==> src/rtl/blk_name_csr_pkg.sv <==
// -----------------------------------------------------------------------------
// blk_name_csr_pkg
//   Shared constants for the blk_name CSR block: register word addresses,
//   field bit positions, decode-error read pattern, counter ceiling, the
//   CSR handshake state type and a byte-enable expansion helper.
// -----------------------------------------------------------------------------
package blk_name_csr_pkg;

    // Register word addresses; the register file compares only the low
    // NP_AWIDTH bits of these.
    localparam logic [31:0] ADDR_REG_X = 32'h0000_0020;
    localparam logic [31:0] ADDR_REG_Y = 32'h0000_0021;
    localparam logic [31:0] ADDR_REG_Z = 32'h0000_0022;

    // REG_X fields. Field C is an alias of field B (same storage bits).
    localparam int REG_X_FIELD_A_LSB = 0;
    localparam int REG_X_FIELD_A_MSB = 7;
    localparam int REG_X_FIELD_B_LSB = 8;
    localparam int REG_X_FIELD_B_MSB = 15;
    localparam int REG_X_FIELD_C_LSB = 8;
    localparam int REG_X_FIELD_C_MSB = 15;

    // REG_Y sticky event bits occupy [NUM_EVT-1:0]; at most 16 events.
    localparam int REG_Y_EVT_LSB     = 0;
    localparam int REG_Y_EVT_MSB_MAX = 15;
    localparam int NUM_EVT_DEFAULT   = 8;

    // REG_Z full-width saturating event counter.
    localparam int          REG_Z_CNT_LSB = 0;
    localparam int          REG_Z_CNT_MSB = 31;
    localparam logic [31:0] REG_Z_CNT_MAX = 32'hFFFF_FFFF;

    // Read data returned for an unmapped read.
    localparam logic [31:0] DECODE_ERR_RDATA = 32'hDEADBEEF;

    typedef enum logic {CSR_IDLE, CSR_RESP} csr_state_t;

    // Expand 4 byte enables into a 32-bit bit mask.
    function automatic logic [31:0] be_to_mask(input logic [3:0] be);
        logic [31:0] mask;
        for (int b = 0; b < 4; b++) begin
            mask[b*8 +: 8] = {8{be[b]}};
        end
        return mask;
    endfunction

endpackage

==> src/rtl/blk_name_csr_if.sv <==
// -----------------------------------------------------------------------------
// blk_name_csr_if
//   CPU request/response bus of the blk_name CSR block.
//   Request : cpu_req_valid/ready, cpu_req_write, cpu_req_addr,
//             cpu_req_wdata, cpu_req_be
//   Response: cpu_resp_valid/ready, cpu_resp_rdata, cpu_resp_err
//   master = CPU side, slave = register file side.
// -----------------------------------------------------------------------------
interface blk_name_csr_if #(
    parameter int NP_AWIDTH = 16,
    parameter int NP_DWIDTH = 32
);
    logic                   cpu_req_valid;
    logic                   cpu_req_ready;
    logic                   cpu_req_write;
    logic [NP_AWIDTH-1:0]   cpu_req_addr;
    logic [NP_DWIDTH-1:0]   cpu_req_wdata;
    logic [NP_DWIDTH/8-1:0] cpu_req_be;
    logic                   cpu_resp_valid;
    logic                   cpu_resp_ready;
    logic [NP_DWIDTH-1:0]   cpu_resp_rdata;
    logic                   cpu_resp_err;

    modport master (
        output cpu_req_valid, cpu_req_write, cpu_req_addr, cpu_req_wdata,
               cpu_req_be, cpu_resp_ready,
        input  cpu_req_ready, cpu_resp_valid, cpu_resp_rdata, cpu_resp_err
    );

    modport slave (
        input  cpu_req_valid, cpu_req_write, cpu_req_addr, cpu_req_wdata,
               cpu_req_be, cpu_resp_ready,
        output cpu_req_ready, cpu_resp_valid, cpu_resp_rdata, cpu_resp_err
    );
endinterface

==> src/rtl/blk_name_csr_evt_cnt.sv <==
// -----------------------------------------------------------------------------
// blk_name_csr_evt_cnt
//   32-bit saturating event counter with clear-on-read.
//   np_clk, np_rst : clock, synchronous active-high reset
//   inc            : count one event this cycle
//   clr            : counter is being read this cycle
//   count          : current value (the value a same-cycle read returns)
//   A read coinciding with an event leaves the counter at 1, so that event
//   is not lost.
// -----------------------------------------------------------------------------
module blk_name_csr_evt_cnt
    import blk_name_csr_pkg::*;
(
    input  logic        np_clk,
    input  logic        np_rst,
    input  logic        inc,
    input  logic        clr,
    output logic [31:0] count
);
    // NOTE: clocked state uses non-blocking (<=) so every flop samples
    // pre-edge values regardless of process evaluation order.
    always_ff @(posedge np_clk) begin
        if (np_rst) begin
            count <= '0;
        end else if (clr) begin
            count <= 32'(inc);
        end else if (inc && count != REG_Z_CNT_MAX) begin
            count <= count + 32'd1;
        end
    end
endmodule

==> src/rtl/blk_name_csr_regs.sv <==
// -----------------------------------------------------------------------------
// blk_name_csr_regs
//   CSR register file for blk_name. One request at a time on a valid/ready
//   bus; response is registered and valid the cycle after acceptance.
//     REG_X 0x0020 RW  : [15:0] byte-enable gated, [31:16] read 0
//     REG_Y 0x0021 W1C : sticky hw_evt bits, event set wins over clear
//     REG_Z 0x0022 RO  : saturating count of cycles with any event,
//                        cleared on read
//   Ports:
//     np_clk, np_rst  : clock, synchronous active-high reset
//     cpu             : CSR bus (slave side)
//     hw_evt          : single-cycle event pulses
//     reg_x_field_a/b : REG_X[7:0] / REG_X[15:8]
//     evt_irq         : registered OR of the REG_Y sticky bits
// -----------------------------------------------------------------------------
module blk_name_csr_regs
    import blk_name_csr_pkg::*;
#(
    parameter int NP_AWIDTH = 16,
    parameter int NP_DWIDTH = 32,
    parameter int NUM_EVT   = NUM_EVT_DEFAULT
) (
    input  logic               np_clk,
    input  logic               np_rst,
    blk_name_csr_if.slave      cpu,
    input  logic [NUM_EVT-1:0] hw_evt,
    output logic [7:0]         reg_x_field_a,
    output logic [7:0]         reg_x_field_b,
    output logic               evt_irq
);
    csr_state_t         state_q, state_d;
    logic               accept;
    logic               req_ready, resp_valid;
    logic               sel_x, sel_y, sel_z;
    logic [31:0]        wmask;
    logic               wr_x, wr_y, rd_z;
    logic [15:0]        x_q;
    logic [NUM_EVT-1:0] y_q, y_clr, y_next;
    logic [31:0]        z_cnt;
    logic [31:0]        rdata_d, rdata_q;
    logic               err_d, err_q;

    // Handshake FSM.
    always_ff @(posedge np_clk) begin
        if (np_rst) state_q <= CSR_IDLE;
        else        state_q <= state_d;
    end

    // NOTE: every signal written here gets a default first, so no path
    // leaves it unassigned and no latch is inferred.
    always_comb begin
        state_d    = state_q;
        req_ready  = 1'b0;
        resp_valid = 1'b0;
        accept     = 1'b0;
        case (state_q)
            CSR_IDLE: begin
                req_ready = 1'b1;
                if (cpu.cpu_req_valid) begin
                    accept  = 1'b1;
                    state_d = CSR_RESP;
                end
            end
            CSR_RESP: begin
                resp_valid = 1'b1;
                if (cpu.cpu_resp_ready) state_d = CSR_IDLE;
            end
            default: state_d = CSR_IDLE;
        endcase
    end

    // Address decode and access strobes.
    always_comb begin
        sel_x = (cpu.cpu_req_addr == ADDR_REG_X[NP_AWIDTH-1:0]);
        sel_y = (cpu.cpu_req_addr == ADDR_REG_Y[NP_AWIDTH-1:0]);
        sel_z = (cpu.cpu_req_addr == ADDR_REG_Z[NP_AWIDTH-1:0]);
        wmask = be_to_mask(cpu.cpu_req_be);
        wr_x  = accept &  cpu.cpu_req_write & sel_x;
        wr_y  = accept &  cpu.cpu_req_write & sel_y;
        rd_z  = accept & ~cpu.cpu_req_write & sel_z;
        y_clr = wr_y ? (cpu.cpu_req_wdata[NUM_EVT-1:0] & wmask[NUM_EVT-1:0])
                     : '0;
        // Clear first, then set: an event in the same cycle wins.
        y_next = (y_q & ~y_clr) | hw_evt;
    end

    // REG_X and REG_Y storage; events latch regardless of FSM state.
    always_ff @(posedge np_clk) begin
        if (np_rst) begin
            x_q     <= '0;
            y_q     <= '0;
            evt_irq <= 1'b0;
        end else begin
            if (wr_x) begin
                x_q <= (x_q & ~wmask[15:0]) | (cpu.cpu_req_wdata[15:0] & wmask[15:0]);
            end
            y_q     <= y_next;
            evt_irq <= |y_next;
        end
    end

    blk_name_csr_evt_cnt u_evt_cnt (
        .np_clk (np_clk),
        .np_rst (np_rst),
        .inc    (|hw_evt),
        .clr    (rd_z),
        .count  (z_cnt)
    );

    // Response data for the request being accepted.
    always_comb begin
        rdata_d = '0;
        err_d   = 1'b0;
        if (cpu.cpu_req_write) begin
            err_d = ~(sel_x | sel_y | sel_z);
        end else if (sel_x) begin
            rdata_d = {16'h0000, x_q};
        end else if (sel_y) begin
            rdata_d = 32'(y_q);
        end else if (sel_z) begin
            rdata_d = z_cnt;
        end else begin
            rdata_d = DECODE_ERR_RDATA;
            err_d   = 1'b1;
        end
    end

    always_ff @(posedge np_clk) begin
        if (np_rst) begin
            rdata_q <= '0;
            err_q   <= 1'b0;
        end else if (accept) begin
            rdata_q <= rdata_d;
            err_q   <= err_d;
        end
    end

    assign cpu.cpu_req_ready  = req_ready;
    assign cpu.cpu_resp_valid = resp_valid;
    assign cpu.cpu_resp_rdata = rdata_q;
    assign cpu.cpu_resp_err   = err_q;
    assign reg_x_field_a      = x_q[REG_X_FIELD_A_MSB:REG_X_FIELD_A_LSB];
    assign reg_x_field_b      = x_q[REG_X_FIELD_B_MSB:REG_X_FIELD_B_LSB];
endmodule

==> src/flat_wrapper.sv <==
// flat-port wrapper written by rule: the top's interface ports become plain ports
module blk_name_csr_regs_flat import blk_name_csr_pkg::*;
#(
    parameter int NP_AWIDTH = 16,
    parameter int NP_DWIDTH = 32,
    parameter int NUM_EVT   = NUM_EVT_DEFAULT
)
  (np_clk, np_rst, hw_evt, reg_x_field_a, reg_x_field_b, evt_irq, cpu_cpu_req_valid, cpu_cpu_req_write, cpu_cpu_req_addr, cpu_cpu_req_wdata, cpu_cpu_req_be, cpu_cpu_resp_ready, cpu_cpu_req_ready, cpu_cpu_resp_valid, cpu_cpu_resp_rdata, cpu_cpu_resp_err);
  blk_name_csr_if #(.NP_AWIDTH(NP_AWIDTH), .NP_DWIDTH(NP_DWIDTH)) cpu_i ();
  input  logic np_clk;
  input  logic np_rst;
  input  logic [NUM_EVT-1:0] hw_evt;
  output logic [7:0] reg_x_field_a;
  output logic [7:0] reg_x_field_b;
  output logic evt_irq;
  input wire logic [$bits(cpu_i.cpu_req_valid)-1:0] cpu_cpu_req_valid;
  input wire logic [$bits(cpu_i.cpu_req_write)-1:0] cpu_cpu_req_write;
  input wire logic [$bits(cpu_i.cpu_req_addr)-1:0] cpu_cpu_req_addr;
  input wire logic [$bits(cpu_i.cpu_req_wdata)-1:0] cpu_cpu_req_wdata;
  input wire logic [$bits(cpu_i.cpu_req_be)-1:0] cpu_cpu_req_be;
  input wire logic [$bits(cpu_i.cpu_resp_ready)-1:0] cpu_cpu_resp_ready;
  output wire logic [$bits(cpu_i.cpu_req_ready)-1:0] cpu_cpu_req_ready;
  output wire logic [$bits(cpu_i.cpu_resp_valid)-1:0] cpu_cpu_resp_valid;
  output wire logic [$bits(cpu_i.cpu_resp_rdata)-1:0] cpu_cpu_resp_rdata;
  output wire logic [$bits(cpu_i.cpu_resp_err)-1:0] cpu_cpu_resp_err;
  assign cpu_i.cpu_req_valid = cpu_cpu_req_valid;
  assign cpu_i.cpu_req_write = cpu_cpu_req_write;
  assign cpu_i.cpu_req_addr = cpu_cpu_req_addr;
  assign cpu_i.cpu_req_wdata = cpu_cpu_req_wdata;
  assign cpu_i.cpu_req_be = cpu_cpu_req_be;
  assign cpu_i.cpu_resp_ready = cpu_cpu_resp_ready;
  assign cpu_cpu_req_ready = cpu_i.cpu_req_ready;
  assign cpu_cpu_resp_valid = cpu_i.cpu_resp_valid;
  assign cpu_cpu_resp_rdata = cpu_i.cpu_resp_rdata;
  assign cpu_cpu_resp_err = cpu_i.cpu_resp_err;
  blk_name_csr_regs #(.NP_AWIDTH(NP_AWIDTH), .NP_DWIDTH(NP_DWIDTH), .NUM_EVT(NUM_EVT)) u_core (.np_clk(np_clk), .np_rst(np_rst), .cpu(cpu_i), .hw_evt(hw_evt), .reg_x_field_a(reg_x_field_a), .reg_x_field_b(reg_x_field_b), .evt_irq(evt_irq));
endmodule
==> config.mk <==
export PLATFORM = sky130hd
export DESIGN_NAME = blk_name_csr_regs_flat
export DESIGN_NICKNAME = d
export VERILOG_FILES = /design/src/rtl/blk_name_csr_pkg.sv /design/src/rtl/blk_name_csr_if.sv /design/src/rtl/blk_name_csr_evt_cnt.sv /design/src/rtl/blk_name_csr_regs.sv /design/src/flat_wrapper.sv
export SDC_FILE = /design/constraint.sdc
export NUM_CORES = 1
export LEC_CHECK = 0
export ABC_CLOCK_PERIOD_IN_PS = 3800
export CORE_ASPECT_RATIO = 1.5
export CORE_MARGIN = 2
export CORE_UTILIZATION = 30
export CTS_CLUSTER_SIZE = 12
export DETAILED_ROUTE_END_ITERATION = 6
export SLEW_MARGIN = 25
export SYNTH_ARGS = -nofsm -noshare
export SYNTH_HDL_FRONTEND = slang
export SYNTH_SLANG_ARGS = --single-unit
export TNS_END_PERCENT = 100
==> constraint.sdc <==
create_clock -name np_clk -period 3.8 [get_ports np_clk]
set_input_delay 0.38 -clock np_clk [delete_from_list [all_inputs] [get_ports np_clk]]
set_output_delay 0.38 -clock np_clk [all_outputs]
set_load 0.02 [all_outputs]
==> reports/qor.yml, run 1 <==
status: "complete, no violations"
drv_cap: 0
period_share_pct: 67.5
final.min_clock_period_ns: 2.56
syn-num-nets: 576
drt-total-wl_um: 12800
post-route-drc-count: 0
dieHeight_um: 150
cp.required_ns: 4.02
cts_buffer_depth: 2
synth_area_leaders: "dfxtp_1 43%, a21oi_1 7.7%, mux2i_1 5.2%, nor2_1 4.7%, nand2_1 3.8%"
antenna_cells: 0
setup_tns_ns: 0
grt_first_pass_wirelength_um: 20600
min_path_type: "register to register"
yosysTopAreaCellShare_pct: 42.7
tightestPinTransition_ns: 0.871
antenna_found_initial: 0
grt_max_degree: 60
ir_drop_uv: 209
yosysSeqAreaShare_pct: 42.7
synth_edf_count: 0
finClkSkew_ns: 0.00925
synthTopCellsByCount: "91 x dfxtp_1, 66 x a21oi_1, 53 x nor2_1"
leakage_nw: 1.98
syn_inst: 510
initial_core_util_pct: 30.6
grt_overflow_total: 0
drt-initial-drc-count: 280
synthesis.area_um2: 4260
ctsRootBufferMaster: "clkbuf_16"
final_nets: 663
cp-end-kind: "register"
row_count: 53
max_slew_margin_pct: 41.7
post_cts_resized: 0
ys.flop_type: "dfxtp_1"
hold_viol: 0
clk_latency_ns: 0.34
synth_area_leader_cell: "dfxtp_1"
critPathKind: "input pin to register"
crit_chain: "clkdlybuf4s50_1, or3b_2, nor3_1, a21o_1, buf_4, or4_1, nand2_1"
slowest_stage: "or3b_2"
cts_made_buffers: 9
slew_viol_final: 0
synth.most_common_cell: "dfxtp_1"
synth.distinct_cells: 55
arrival_ns: 2.78
clock.fmax_mhz: 390
dp_hpwl_um: 9420
clock-sinks: 91
yosysWarnings: 0
grt_pass1_vias: 4261
rsz0062_at_grt: "no"
vias: 4249
async_flop_share_pct: 0
holdBufCountCts: 0
ys_ff_latch: 91
avgSynthCellArea_um2: 8.36
grt_util_all_layers_pct: 16.9
start_kind: "input pin"
post_drt_wl_per_cell_um: 16.7
ios: 117
clk_pin_slew_ns: 0.07
setup_viol: 0
drive_gt1_share_pct: 7.49
firstDrtPassIters: 5
cts_tree: "done"
cts_setup_buffers: 0
critPathMaxFanout: 13
core_um2: 13900
io_buffers: 98
cts_max_level: 3
globalplace.congestion: 0.872
critical-path-max-stage-delay_ns: 0.65
area_growth_pct: 34.0
p_per_area_nw_per_um2: 384
die_area_um2: 15200
drtAntennaViolNets: 0
dieWidth_um: 101
holdWs_ns: 0.452
via_per_inst: 5.55
[report_power, final]
group / switching, mW / internal, mW / leakage [nW]
Combinational: 0.117 / 0.109 / 1.09
Clock: 0.374 / 0.594 / 0.155
Sequential: 0.0189 / 0.980 / 0.741
Total: 0.510 / 1.68 / 1.98
[cell type report]
cell class,instances,area (µm²)
tap,165,206
fill,1432,8210
multi-input combinational,378,2270
inverter,7,26.3
clock buffer,10,239
timing repair buffer,110,1070
sequential,91,1820
clock inverter,5,85.1
[worst paths after layout]
check | start | endpoint | slack [ns] | cells past startpoint
min | u_core.cpu.cpu_resp_rdata[25] | u_core.cpu.cpu_resp_rdata[25] | 0.45 | 2
min reg2reg | u_core.cpu.cpu_resp_rdata[25] | u_core.cpu.cpu_resp_rdata[25] | 0.45 | 2
max reg2reg | u_core.u_evt_cnt.count[0] | u_core.u_evt_cnt.count[0] | 1.33 | 6
max | cpu_cpu_req_write | u_core.u_evt_cnt.count[17] | 1.24 | 7
[through the flow]
step           cell area, µm²  worst slack, ns  util (%)  power [mW]  std cells
6_report                 5710             1.24      41.0        2.19        766
5_1_grt                  5710             1.07      41.0        2.27        766
4_1_cts                  5710             1.25      41.0        2.22        766
3_5_place_dp             5390            0.912      38.7        1.25        751
3_3_place_gp             5390            0.996      38.7        1.24        751
2_1_floorplan            4260             1.86         -        1.13        510
[worst max-delay path, delay by kind of cell]
family / cells / cell delay (ns)
buffers and inverters: 2 / 0.78
AOI/OAI and AO/OA: 1 / 0.41
and+or+nand+nor: 4 / 1.20
[cells in the final DEF (no fill, tap or decap), drive strengths merged, types with 2 or more instances in the layout]
| master | instances |
|---|---|
| inv | 8 |
| o22ai | 9 |
| a31oi | 4 |
| a22oi | 8 |
| nor3 | 6 |
| a41oi | 2 |
| nand3b | 2 |
| o21ai | 30 |
| and2 | 4 |
| o31ai | 4 |
| a21oi | 66 |
| or3 | 15 |
| a211oi | 10 |
| clkdlybuf4s50 | 97 |
| clkbuf | 10 |
| nand4 | 15 |
| xor2 | 2 |
| mux2i | 22 |
| or4 | 10 |
| dfxtp | 91 |
| o211ai | 6 |
| and3 | 5 |
| and4 | 6 |
| nor4b | 3 |
| nand2b | 6 |
| nand3 | 19 |
| nor4 | 5 |
| buf | 13 |
| bufinv | 2 |
| mux2 | 7 |
| nor2 | 53 |
| nand2 | 43 |
| o311ai | 2 |
| nor2b | 2 |
[routing by layer]
metal | vias up | GRT usage, % | share of wire (%)
li1 | 2050 | - | -
met1 | 2023 | 18.7 | 41
met2 | 148 | 30.3 | 52
met3 | 28 | 2.66 | 4.5
met4 | 0 | 9.53 | 3.1
met5 | - | 0 | 0
[logic make-up after synthesis]
| group | share of synthesized area (%) |
|---|---|
| and+or+nand+nor | 25.6 |
| DFF | 42.7 |
| adders and majority gates | 0.293 |
| muxes | 7.01 |
| xor gates and xnor gates | 0.411 |
| buffers and inverters | 4.08 |
| AOI/OAI and AO/OA | 19.9 |
(Power assumes the default switching activity.)
==> run 2: changes to the inputs <==
--- a/config.mk
+++ b/config.mk
@@ -5,7 +5,7 @@
 export SDC_FILE = /design/constraint.sdc
 export NUM_CORES = 1
 export LEC_CHECK = 0
-export ABC_CLOCK_PERIOD_IN_PS = 3800
+export ABC_CLOCK_PERIOD_IN_PS = 2450
 export CORE_ASPECT_RATIO = 1.5
 export CORE_MARGIN = 2
 export CORE_UTILIZATION = 30
==> constraint.sdc (replaced) <==
create_clock -name np_clk -period 2.45 [get_ports np_clk]
set_input_delay 0.245 -clock np_clk [delete_from_list [all_inputs] [get_ports np_clk]]
set_output_delay 0.245 -clock np_clk [all_outputs]
set_load 0.02 [all_outputs]
==> run 2 against run 1 <==
Effect of this change:
- flip-flop and latch count is the same
- core utilization grew 0.78 points
- sequential share of layout area shrank 0.60 points
- die area is the same
- global-route usage shrank 0.34 points
- clock skew is essentially flat
- combinational power grew 58%
- count of clock-buffer cells in the layout shrank 1
- setup slack lost 0.96 ns
- critical path type is now register to register
==> reports/qor.yml, run 2 (same netlist as run 1, synthesis figures left out) <==
arrival_ns: 2.46
antenna_cells: 0
final.min_clock_period_ns: 2.17
final_nets: 675
core_um2: 13900
grt_overflow_total: 0
dp_hpwl_um: 9430
path_depth: 5
p_per_area_nw_per_um2: 579
cp-end-kind: "register"
via_per_inst: 5.50
clk_latency_ns: 0.35
post_drt_wl_per_cell_um: 16.3
cts_max_level: 3
ir_drop_uv: 282
leakage_nw: 2.05
ctsRootBufferMaster: "clkbuf_16"
drtAntennaViolNets: 0
crit_chain: "nand4_1, or4_4, o211ai_1, o21ai_0, a21oi_1"
post_cts_resized: 0
setup_tns_ns: 0
ios: 117
total_power_mw: 3.37
vias: 4282
dieWidth_um: 101
grt_util_all_layers_pct: 16.6
grt_pass1_vias: 4009
layout_commonest_cell: "clkdlybuf4s50_1"
mostFrequentLayoutCells: "97 x clkdlybuf4s50_1, 91 x dfxtp_1, 66 x a21oi_1, 53 x nor2_1, 43 x nand2_1"
max_slew_margin_pct: 59.2
globalplace.congestion: 0.870
row_count: 53
initial_core_util_pct: 30.6
firstDrtPassIters: 5
drt-total-wl_um: 12700
cts_setup_buffers: 0
cts_tree: "done"
utilization_pct: 41.8
drv_cap: 0
antenna_found_initial: 0
finClkSkew_ns: 0.00908
reg2reg_depth: 5
drt-initial-drc-count: 218
setup_viol: 0
io_buffers: 98
cp.required_ns: 2.74
clk_pin_slew_ns: 0.07
area_growth_pct: 36.5
path_buf_inv: 0
die_area_um2: 15200
path_delay_family: "simple AND/OR/NAND/NOR gates"
holdWs_ns: 0.318
critPathKind: "register to register"
cts_made_buffers: 9
grt_max_degree: 60
whs_path_depth: 3
post-route-drc-count: 0
cts_buffer_depth: 2
grt_first_pass_wirelength_um: 19900
clock.fmax_mhz: 460
critPathMaxFanout: 7
drive_gt1_share_pct: 9.45
hold_viol: 0
tightestPinTransition_ns: 0.613
period_share_pct: 88.7
start_kind: "register"
min_path_type: "input pin to register"
dieHeight_um: 150
rsz0062_at_grt: "no"
clock-sinks: 91
holdBufCountCts: 0
status: "complete, no violations"
slowest_stage: "or4_4"
slew_viol_final: 0
critical-path-max-stage-delay_ns: 0.61
[run 2: cell count changes in the layout (fill, tap and decap cells not counted)]
cell | before | now
buf_4 | 12 | 22
inv_8 | 0 | 1
inv_6 | 1 | 3
bufinv_16 | 2 | 1
clkinvlp_4 | 1 | 0
clkbuf_8 | 1 | 0
clkinv_8 | 0 | 1
buf_12 | 0 | 2
[run 2: final timing paths]
| check | start | end | slack [ns] |
|---|---|---|---|
| max | u_core.u_evt_cnt.count[10] | u_core.u_evt_cnt.count[28] | 0.28 |
| min reg2reg | u_core.cpu.cpu_resp_rdata[27] | u_core.cpu.cpu_resp_rdata[27] | 0.45 |
| max reg2reg | u_core.u_evt_cnt.count[10] | u_core.u_evt_cnt.count[28] | 0.28 |
| min | np_rst | u_core.u_evt_cnt.count[0] | 0.32 |
[run 2: metrics by stage]
stage	setup slack [ns]	instance area (µm²)	cells
after CTS	0.281	5820	779
after global placement	0.184	5500	763
after floorplan	0.508	4260	510
after global routing	0.0173	5820	779
final	0.278	5820	779
after detailed placement	0.142	5500	763
[run 2: tightest hold or removal path, stage by stage]
cell	delay [ns]
buf_2	0.15
or4_1	0.13
o311ai_1	0.09
[run 2: layout make-up]
| type | instances | area [µm²] |
|---|---|---|
| Fill cell | 1389 | 8100 |
| Multi-Input combinational cell | 378 | 2270 |
| Sequential cell | 91 | 1820 |
| Timing Repair Buffer | 122 | 1180 |
| Clock buffer | 9 | 225 |
| Tap cell | 165 | 206 |
| Clock inverter | 7 | 92.6 |
| Inverter | 7 | 26.3 |
[run 2: report_power, final]
| group | total (mW) | internal, mW | switching, mW |
|---|---|---|---|
| Combinational | 0.356 | 0.176 | 0.180 |
| Clock | 1.47 | 0.819 | 0.650 |
| Sequential | 1.55 | 1.52 | 0.0281 |
| Total | 3.37 | 2.52 | 0.858 |
[run 2: layer usage]
| layer | vias up | routed length (µm) | GRT usage [%] |
|---|---|---|---|
| met2 | 154 | 6580 | 29.0 |
| met1 | 2009 | 4990 | 18.7 |
| met4 | 0 | 390 | 7.91 |
| li1 | 2088 | - | - |
| met5 | - | 0 | 0 |
| met3 | 31 | 732 | 3.83 |
